## src/rtl/ram_pkg.sv

```systemverilog
// ram_pkg: shared encodings for the multi-channel RAM arbiter.
// Size codes, FSM states, RAM address width default and size helpers.
package ram_pkg;

    localparam int RAM_AW_DEF = 17;

    localparam logic [1:0] SIZE_B = 2'b00;
    localparam logic [1:0] SIZE_H = 2'b01;
    localparam logic [1:0] SIZE_W = 2'b10;

    typedef enum logic [1:0] {
        ST_IDLE,
        ST_XFER,
        ST_DRAIN,
        ST_DONE
    } arb_state_t;

    // Index of the final byte of an access; 2'b11 also counts as word.
    function automatic logic [1:0] last_idx(input logic [1:0] size);
        if (size == SIZE_B)
            return 2'd0;
        else if (size == SIZE_H)
            return 2'd1;
        else
            return 2'd3;
    endfunction

    // Keeps only the bytes an access of this size actually read.
    function automatic logic [31:0] size_mask(input logic [1:0] size);
        if (size == SIZE_B)
            return 32'h0000_00FF;
        else if (size == SIZE_H)
            return 32'h0000_FFFF;
        else
            return 32'hFFFF_FFFF;
    endfunction

endpackage

```

## src/rtl/rr_arbiter.sv

```systemverilog
// rr_arbiter: combinational channel pick from requests and last grant.
// RAM_ARB_FIXED_PRIO_EN selects lowest-index-wins instead of round-robin.
module rr_arbiter #(
    parameter int NUM_CH = 2,
    parameter int IDX_W  = 1
) (
    input  logic [NUM_CH-1:0] req,
    input  logic [IDX_W-1:0]  last_grant,
    output logic              gnt_valid,
    output logic [IDX_W-1:0]  gnt_idx
);

`ifdef RAM_ARB_FIXED_PRIO_EN
    logic unused_last;
    assign unused_last = ^last_grant;

    // Scan from the top so the lowest requesting index is written last.
    always_comb begin
        gnt_valid = 1'b0;
        gnt_idx   = '0;
        for (int i = NUM_CH - 1; i >= 0; i--) begin
            if (req[i]) begin
                gnt_valid = 1'b1;
                gnt_idx   = IDX_W'(i);
            end
        end
    end
`else
    logic [IDX_W-1:0] c;

    // Search starts one past the last grant and wraps around.
    always_comb begin
        gnt_valid = 1'b0;
        gnt_idx   = '0;
        c         = '0;
        for (int i = 1; i <= NUM_CH; i++) begin
            c = IDX_W'((int'(last_grant) + i) % NUM_CH);
            if (!gnt_valid && req[c]) begin
                gnt_valid = 1'b1;
                gnt_idx   = c;
            end
        end
    end
`endif

endmodule

```

## src/rtl/ram_arbiter_mc.sv

```systemverilog
// ram_arbiter_mc: grants one requester at a time onto the byte-wide RAM.
// Define RAM_ARB_FIXED_PRIO_EN for fixed priority instead of round-robin.
module ram_arbiter_mc
    import ram_pkg::*;
#(
    parameter int NUM_CH         = 2,
    parameter int ADDR_W         = 32,
    parameter int RAM_ADDR_WIDTH = RAM_AW_DEF
) (
    input  logic                      clk,
    input  logic                      rst,
    input  logic [NUM_CH-1:0]         req_i,
    input  logic [NUM_CH-1:0]         we_i,
    input  logic [2*NUM_CH-1:0]       size_i,
    input  logic [ADDR_W*NUM_CH-1:0]  addr_i,
    input  logic [32*NUM_CH-1:0]      wdata_i,
    output logic [31:0]               rdata_o,
    output logic [NUM_CH-1:0]         done_o,
    output logic                      busy_o,
    output logic [RAM_ADDR_WIDTH-1:0] ram_a_o,
    output logic                      ram_wr_o,
    output logic [7:0]                ram_dout_o,
    input  logic [7:0]                ram_din_i
);

    localparam int IDX_W = (NUM_CH > 1) ? $clog2(NUM_CH) : 1;

    arb_state_t state_q, state_d;
    logic [1:0] cnt_q, cnt_d;
    logic [1:0] prev_idx;

    logic [IDX_W-1:0] gnt_q, last_q, arb_idx;
    logic             arb_valid;

    logic                      we_q;
    logic [1:0]                size_q;
    logic [RAM_ADDR_WIDTH-1:0] addr_q;
    logic [31:0]               wdata_q, rdata_q;

    assign prev_idx = cnt_q - 2'd1;

    rr_arbiter #(
        .NUM_CH (NUM_CH),
        .IDX_W  (IDX_W)
    ) u_arb (
        .req        (req_i),
        .last_grant (last_q),
        .gnt_valid  (arb_valid),
        .gnt_idx    (arb_idx)
    );

    // State and byte counter registers.
    always_ff @(posedge clk or negedge rst) begin
        if (!rst) begin
            state_q <= ST_IDLE;
            cnt_q   <= '0;
        end else begin
            state_q <= state_d;
            cnt_q   <= cnt_d;
        end
    end

    // Next state: one XFER cycle per byte, reads add a DRAIN cycle.
    always_comb begin
        state_d = state_q;
        cnt_d   = cnt_q;
        unique case (state_q)
            ST_IDLE: begin
                if (arb_valid) begin
                    state_d = ST_XFER;
                    cnt_d   = '0;
                end
            end
            ST_XFER: begin
                if (cnt_q == last_idx(size_q))
                    state_d = we_q ? ST_DONE : ST_DRAIN;
                else
                    cnt_d = cnt_q + 2'd1;
            end
            ST_DRAIN: state_d = ST_DONE;
            ST_DONE:  state_d = ST_IDLE;
            default:  state_d = ST_IDLE;
        endcase
    end

    // Latch the winner's request in IDLE; collect read bytes one behind.
    always_ff @(posedge clk or negedge rst) begin
        if (!rst) begin
            gnt_q   <= '0;
            last_q  <= IDX_W'(NUM_CH - 1);
            we_q    <= 1'b0;
            size_q  <= SIZE_B;
            addr_q  <= '0;
            wdata_q <= '0;
            rdata_q <= '0;
        end else begin
            if (state_q == ST_IDLE && arb_valid) begin
                gnt_q   <= arb_idx;
                last_q  <= arb_idx;
                we_q    <= we_i[arb_idx];
                size_q  <= size_i[{arb_idx, 1'b0} +: 2];
                addr_q  <= addr_i[int'(arb_idx)*ADDR_W +: RAM_ADDR_WIDTH];
                wdata_q <= wdata_i[int'(arb_idx)*32 +: 32];
                rdata_q <= '0;
            end
            if (state_q == ST_XFER && !we_q && cnt_q != 2'd0)
                rdata_q[{prev_idx, 3'b000} +: 8] <= ram_din_i;
            if (state_q == ST_DRAIN)
                rdata_q[{cnt_q, 3'b000} +: 8] <= ram_din_i;
        end
    end

    // Outputs decoded from registered state only.
    always_comb begin
        ram_a_o    = '0;
        ram_wr_o   = 1'b0;
        ram_dout_o = '0;
        done_o     = '0;
        rdata_o    = '0;
        busy_o     = (state_q != ST_IDLE);
        if (state_q == ST_XFER) begin
            ram_a_o  = addr_q + RAM_ADDR_WIDTH'(cnt_q);
            ram_wr_o = we_q;
            if (we_q)
                ram_dout_o = wdata_q[{cnt_q, 3'b000} +: 8];
        end
        if (state_q == ST_DONE) begin
            done_o[gnt_q] = 1'b1;
            rdata_o       = rdata_q & size_mask(size_q);
        end
    end

endmodule

```

## config.mk

```make
export PLATFORM = sky130hd
export DESIGN_NAME = ram_arbiter_mc
export DESIGN_NICKNAME = d
export VERILOG_FILES = /design/src/rtl/ram_pkg.sv /design/src/rtl/rr_arbiter.sv /design/src/rtl/ram_arbiter_mc.sv
export SDC_FILE = /design/constraint.sdc
export NUM_CORES = 1
export LEC_CHECK = 0
export ABC_AREA = 1
export ABC_CLOCK_PERIOD_IN_PS = 2540
export BUFFER_PORTS_ARGS = -buffer_cell sky130_fd_sc_hd__clkbuf_2
export CAP_MARGIN = 20
export CORE_MARGIN = 2
export CORE_UTILIZATION = 50
export CTS_BUF_LIST = sky130_fd_sc_hd__clkbuf_8
export DETAILED_ROUTE_END_ITERATION = 10
export PLACE_DENSITY = 0.8
export SETUP_SLACK_MARGIN = 0.05
export SYNTH_ARGS = -nofsm -noshare
export SYNTH_HDL_FRONTEND = slang
export SYNTH_SLANG_ARGS = --single-unit
```

## constraint.sdc

```tcl
create_clock -name clk -period 2.54 [get_ports clk]
set_clock_uncertainty 0.2 [all_clocks]
set_input_delay 0.127 -clock clk [delete_from_list [all_inputs] [get_ports clk]]
set_output_delay 0.127 -clock clk [all_outputs]
set_load 0.01 [all_outputs]
```

==> results of run 1 <==
==> power breakdown <==
part / switching (mW) / internal (mW) / total [mW]
Combinational: 2.77 / 1.86 / 4.63
Sequential: 0.488 / 2.03 / 2.51
Clock: 0.535 / 0.705 / 1.24
==> layer usage <==
| metal | routed length [µm] | GRT usage | vias to the layer above | part of all wire |
|---|---|---|---|---|
| met3 | 1695 | 0.06750 | 91 | 0.081 |
| met4 | 1002 | 0.1630 | 0 | 0.048 |
| met2 | 10080 | 0.5632 | 435 | 0.48 |
| met1 | 8070 | 0.3976 | 3263 | 0.39 |
| met5 | 0 | 0 | - | 0 |
| li1 | - | - | 3365 | - |
==> worst max-delay path by stage <==
stage	start	endpoint	slack [ns]	depth (start not counted)
6_report	state_q[1]	addr_q[12]	0.05	8
5_1_grt	cnt_q[0]	ram_a_o[10]	-0.04	9
4_1_cts	cnt_q[1]	ram_a_o[10]	0.07	8
3_5_place_dp	cnt_q[1]	rdata_q[30]	0.28	10
3_3_place_gp	cnt_q[1]	rdata_q[27]	0.34	10
2_1_floorplan	cnt_q[1]	rdata_q[30]	0.28	12
==> timing repair <==
action / in CTS / in global routing
gates resized for setup: 2 / 20
pin swaps: 1 / 0
endpoints found under the setup margin: 17 / 39
setup buffers: 1 / 3
hold buffers: 113 / 0
gates cloned: 0 / 1
endpoints found under the hold margin: 122 / 0
==> layout by cell type (no fill, tap or decap), types with 2 or more instances in the layout <==
master / instances
a21oi_1: 15
a31oi_1: 64
buf_12: 2
buf_4: 14
bufinv_16: 3
clkbuf_2: 174
clkbuf_8: 11
clkinvlp_4: 2
dfrtp_1: 88
dlygate4sd3_1: 113
ha_1: 10
ha_4: 2
inv_1: 76
inv_2: 5
inv_4: 2
nand2_1: 288
nand2_2: 6
nand3_1: 67
nand3b_1: 2
nand4_1: 4
nor2_1: 158
nor2_2: 3
nor2_4: 2
nor3_1: 8
o21ai_0: 17
o21bai_1: 3
xor2_1: 3
==> layout make-up <==
cell class,instances,share of cell area
Sequential cell,90,0.2709
Clock buffer,11,0.01819
Timing Repair Buffer,306,0.2629
Clock inverter,5,0.01218
Tap cell,143,0.02150
Inverter,84,0.03894
Multi-Input combinational cell,666,0.3754
==> cells by family (layout without fill, tap and decap cells) <==
logic type	after synthesis	count (layout)	synth area share
xor+xnor	4	4	0.006025
buf+inv	123	406	0.08692
fa+ha+maj	14	14	0.03141
simple gates	544	544	0.3806
flops	90	90	0.3875
compound gates	104	104	0.1076
==> metrics by stage <==
stage	cell area, µm²	setup slack [ns]	hold WS [ns]	setup TNS [ns]	utilization
3_3_place_gp	6808	0.3353	-0.04261	0	0.5988
2_1_floorplan	5816	0.2844	-0.3686	0	-
3_5_place_dp	6808	0.2781	-0.04265	0	0.5988
4_1_cts	8204	0.06654	0.07779	0	0.7216
6_report	8323	0.05180	0.08906	0	0.7320
5_1_grt	8323	-0.03692	0.1274	-0.03692	0.7320
==> worst reg2reg max path, stage by stage, from the launching register on <==
cell and delay, ns:
dfrtp_1 0.45, inv_1 0.19, ha_4 0.20, o21ai_4 0.06, inv_2 0.11, buf_12 0.18
nor2_1 0.08, a31oi_1 0.28, dlygate4sd3_1 0.65
==> flip-flops by register name (all words and copies together) (netlist names) <==
signal,flops
state_q,2
rdata_q,32
addr_q,17
size_q,2
wdata_q,32
gnt_q,1
we_q,1
last_q,1
cnt_q,2
==> impl_metrics.yaml, run 1 <==
status:
  status: "finished, final reports clean"
setup_path:
  r2r-end: "addr_q[12]"
  cp_num_buf_inv: 4
  arrival_ns: 2.59
  crit_type: "reg -> reg"
  path_max_fanout: 26
  r2r-start: "state_q[1]"
  cp_top_family: "buffers and inverters"
  crit_path_end_kind: "flop"
  required_ns: 2.64
  reg2reg_depth: 8
  cpMaxStageDelayCell: "dlygate4sd3_1"
  critPathMaxStageDelay_ns: 0.65
  cp_cell_sequence: "inv_1, ha_4, o21ai_4, inv_2, buf_12, nor2_1, a31oi_1, dlygate4sd3_1"
  r2r_slack_ns: 0.05
  start_kind: "flop"
place:
  dp_cells: 1171
  gp_congestion: 0.9648
  dpl.hpwl_mm: 12.19
  portBuffers: 176
timing:
  fin_crit_sh: 0.9796
  tightest_slew_ns: 0.5864
  min_period_ns: 2.488
  slew_violations: 0
  maxSlewHeadroom: 0.6091
  hold_violations: 0
  setup_violations: 0
  fmax_ghz: 0.4019
logic_synthesis:
  yosys.area.top_type: "dfrtp_1"
  synthTopCellsByArea: "dfrtp_1 38%, nand2_1 19%, nor2_1 10%, a31oi_1 7.0%, nand3_1 5.8%"
  synth.most_common_cell: "nand2_1"
  netlist_instances: 879
  syn_nets: 1039
  ys.flop_type: "dfrtp_1"
  ys_seq_area_frac: 0.3875
  synth_cell_types: 36
  synth_common_cells: "293 x nand2_1, 159 x nor2_1, 89 x dfrtp_1, 77 x inv_1, 67 x nand3_1"
  yosysTopAreaCellShare: 0.3830
  syn_avg_cell_area_um2: 6.616
  synth_warnings: 0
  syn_area_um2: 5816
  ys_ff_latch: 90
  async_flop_share: 1.000
  synth_edf_count: 0
die:
  design.core.area_um2: 11370
  die_area_um2: 12510
  boundaryPins: 207
  die_w_um: 111.8
  die_h_um: 111.8
  start_util: 0.5115
  rows: 39
clock_network:
  clock_latency_ns: 0.37
  numCtsBuffers: 9
  clock-root-buffer: "clkbuf_8"
  cts_tree: "yes"
  htreeDepth: 3
  clk_pin_slew_worst_paths_ns: 0.10
  clock_path_buffers: 2
  cts_num_sinks: 90
pwr:
  power_mw: 8.384
  power_density_nw_per_um2: 1007
  ir_drop_mv: 0.5220
  p_leak_nw: 4.329
drt:
  wirelength_mm: 20.84
  remaining_drc_errors: 0
  routedWlPerCell_um: 15.97
  vias: 7154
  drt-pass1-iter-count: 6
  drtIter0Drc: 550
  drtAntennaViolNets: 0
  vias_per_cell: 5.482
finish:
  final_nets: 1317
  fill_cells: 859
  ff_latch_area_um2: 2255
  drive_gt1_frac: 0.2065
  multiInputGateArea_um2: 3124
  syn2layout_area_growth_pct: 43.12
  fin_cells: 1305
  n_antenna_cell: 0
grt:
  overflow: 0
  grt_pass1_wl_mm: 33.69
  first_global_vias: 7021
  grt_max_degree: 54
  grt_antenna_before_repair: 0
  grtUsageTotal: 0.3301
worst_hold_path:
  hold_path_class: "in -> async"
flow_run:
  max_cap_violations: 0
(Power assumes the default switching activity.)
==> inputs of run 2 (changes only) <==
--- a/config.mk
+++ b/config.mk
@@ -6,7 +6,7 @@
 export NUM_CORES = 1
 export LEC_CHECK = 0
 export ABC_AREA = 1
-export ABC_CLOCK_PERIOD_IN_PS = 2540
+export ABC_CLOCK_PERIOD_IN_PS = 2930
 export BUFFER_PORTS_ARGS = -buffer_cell sky130_fd_sc_hd__clkbuf_2
 export CAP_MARGIN = 20
 export CORE_MARGIN = 2
==> constraint.sdc (replaced) <==
create_clock -name clk -period 2.93 [get_ports clk]
set_clock_uncertainty 0.2 [all_clocks]
set_input_delay 0.1465 -clock clk [delete_from_list [all_inputs] [get_ports clk]]
set_output_delay 0.1465 -clock clk [all_outputs]
set_load 0.01 [all_outputs]
==> impl_metrics.yaml, run 2 (synthesized netlist as in run 1, its figures left out) <==
grt:
  grt_pass1_wl_mm: 31.75
  first_global_vias: 6545
  overflow: 0
  grtUsageMet1: 0.3891
  grtUsageTotal: 0.3135
  use_met3: 0.04300
  grt_antenna_before_repair: 1
  grt_max_degree: 60
  grtUsageMet2: 0.5459
  busiest_layer: "met2"
setup_path:
  r2r-start: "state_q[0]"
  r2r_slack_ns: 0.30
  reg2reg_depth: 8
  arrival_ns: 2.36
  crit_type: "reg -> out"
  start_kind: "flop"
  crit_path_end_kind: "primary output"
  required_ns: 2.58
  path_max_fanout: 11
  r2r-end: "wdata_q[15]"
timing:
  min_period_ns: 2.703
  rsz0062_at_grt: "no"
  tightest_slew_ns: 0.9158
  maxSlewHeadroom: 0.3895
  fin_crit_sh: 0.9224
  slew_violations: 0
  fmax_ghz: 0.3700
  hold_violations: 0
  setup_tns_ns: 0
  setup_violations: 0
die:
  rows: 39
  die_area_um2: 12510
  die_w_um: 111.8
  design.core.area_um2: 11370
  boundaryPins: 207
  die_h_um: 111.8
  start_util: 0.5115
status:
  status: "finished, final reports clean"
clock_network:
  cts_tree: "yes"
  numCtsBuffers: 9
  clk_pin_slew_worst_paths_ns: 0.10
  post-cts-setup-buffers: 0
  clock_path_buffers: 2
  cts_num_sinks: 90
  htreeDepth: 3
  clock_latency_ns: 0.37
  clock-root-buffer: "clkbuf_8"
worst_hold_path:
  min_to: "state_q[0]"
  hold_path_class: "in -> reg"
  holdPathStages: 5
  hold_start: "req_i[0]"
flow_run:
  max_cap_violations: 0
finish:
  fill_cells: 920
  reg.largest.list: "rdata_q (32), wdata_q (32), addr_q (17)"
  syn2layout_area_growth_pct: 40.08
  most-common-layout-cells: "292 x nand2_1, 175 x clkbuf_2, 159 x nor2_1"
  final_nets: 1310
  drive_gt1_frac: 0.1905
  fin_cells: 1299
  layout_commonest_cell: "nand2_1"
drt:
  routedWlPerCell_um: 15.08
  vias_per_cell: 5.300
  wirelength_mm: 19.59
  drtIter0Drc: 458
  drt-pass1-iter-count: 5
  drtAntennaViolNets: 0
  vias: 6885
  remaining_drc_errors: 0
place:
  portBuffers: 176
  dpl.hpwl_mm: 12.29
  gp_congestion: 0.9324
  dp_cells: 1168
pwr:
  p_leak_nw: 4.255
  ir_drop_mv: 0.4897
  power_density_nw_per_um2: 880.2
[run 2: cell types whose count changed in the layout (fill, tap and decap cells not counted), moves of 2 or more]
cell       change
ha_4           -2
buf_4          -7
nand2_2        -4
nand2_1        +4
clkbuf_8       +2
bufinv_16      -2
inv_1          +2
ha_1           +2
[run 2: what timing repair did]
item / 4_1_cts / 5_1_grt
endpoints found under the setup margin: 0 / 52
resized for setup: 0 / 6
hold endpoints to repair: 132 / 0
hold buffers: 113 / 0
[run 2: how the worst max path moves through the flow]
stage	startpoint	to	slack, ns	cells after the start
floorplan	cnt_q[1]	rdata_q[24]	0.67	12
global placement	cnt_q[1]	rdata_q[16]	0.59	6
detailed placement	cnt_q[1]	rdata_q[23]	0.56	6
CTS	state_q[0]	wdata_q[15]	0.09	8
global route	state_q[1]	ram_dout_o[3]	0.12	6
finish	state_q[1]	ram_dout_o[3]	0.23	6
[run 2: layout make-up]
type	instances	area (µm²)	share of cell area
well taps	143	178.9	0.02196
clock inverters	4	50.05	0.006143
inverters	84	317.8	0.03901
repair buffers	298	2108	0.2588
multi-input cells	667	3070	0.3769
flip-flops and latches	90	2253	0.2766
clock buffers	12	165.2	0.02027
diodes	1	2.502	0.0003072
[run 2: stage by stage]
stage	util	worst slack (ns)	total power, mW	cell area (µm²)	hold slack [ns]
after floorplan	-	0.6744	4.394	5816	-0.3491
after global placement	0.5957	0.5885	5.289	6773	0.07948
after detailed placement	0.5957	0.5617	5.344	6773	0.07811
after CTS	0.7141	0.09255	6.995	8119	0.1025
after global routing	0.7165	0.1189	7.726	8147	0.2229
final	0.7165	0.2273	7.171	8147	0.1548
[run 2: critical path: stages (launching register included)]
cell	delay (ns)
dfrtp_1	0.43
inv_1	0.11
ha_1	0.44
buf_4	0.24
nand2_1	0.27
a21oi_1	0.31
clkbuf_2	0.19
[run 2: where the power goes]
part	internal, mW	switching, mW
logic	1.76	2.32
clock network	0.464	0.463
registers	1.75	0.407
total	3.98	3.19
[run 2: per-layer routing]
metal / routed length (µm) / vias to the layer above
li1: - / 3355
met5: 0 / -
met4: 723 / 0
met2: 9589 / 340
met3: 1436 / 63
met1: 7839 / 3127
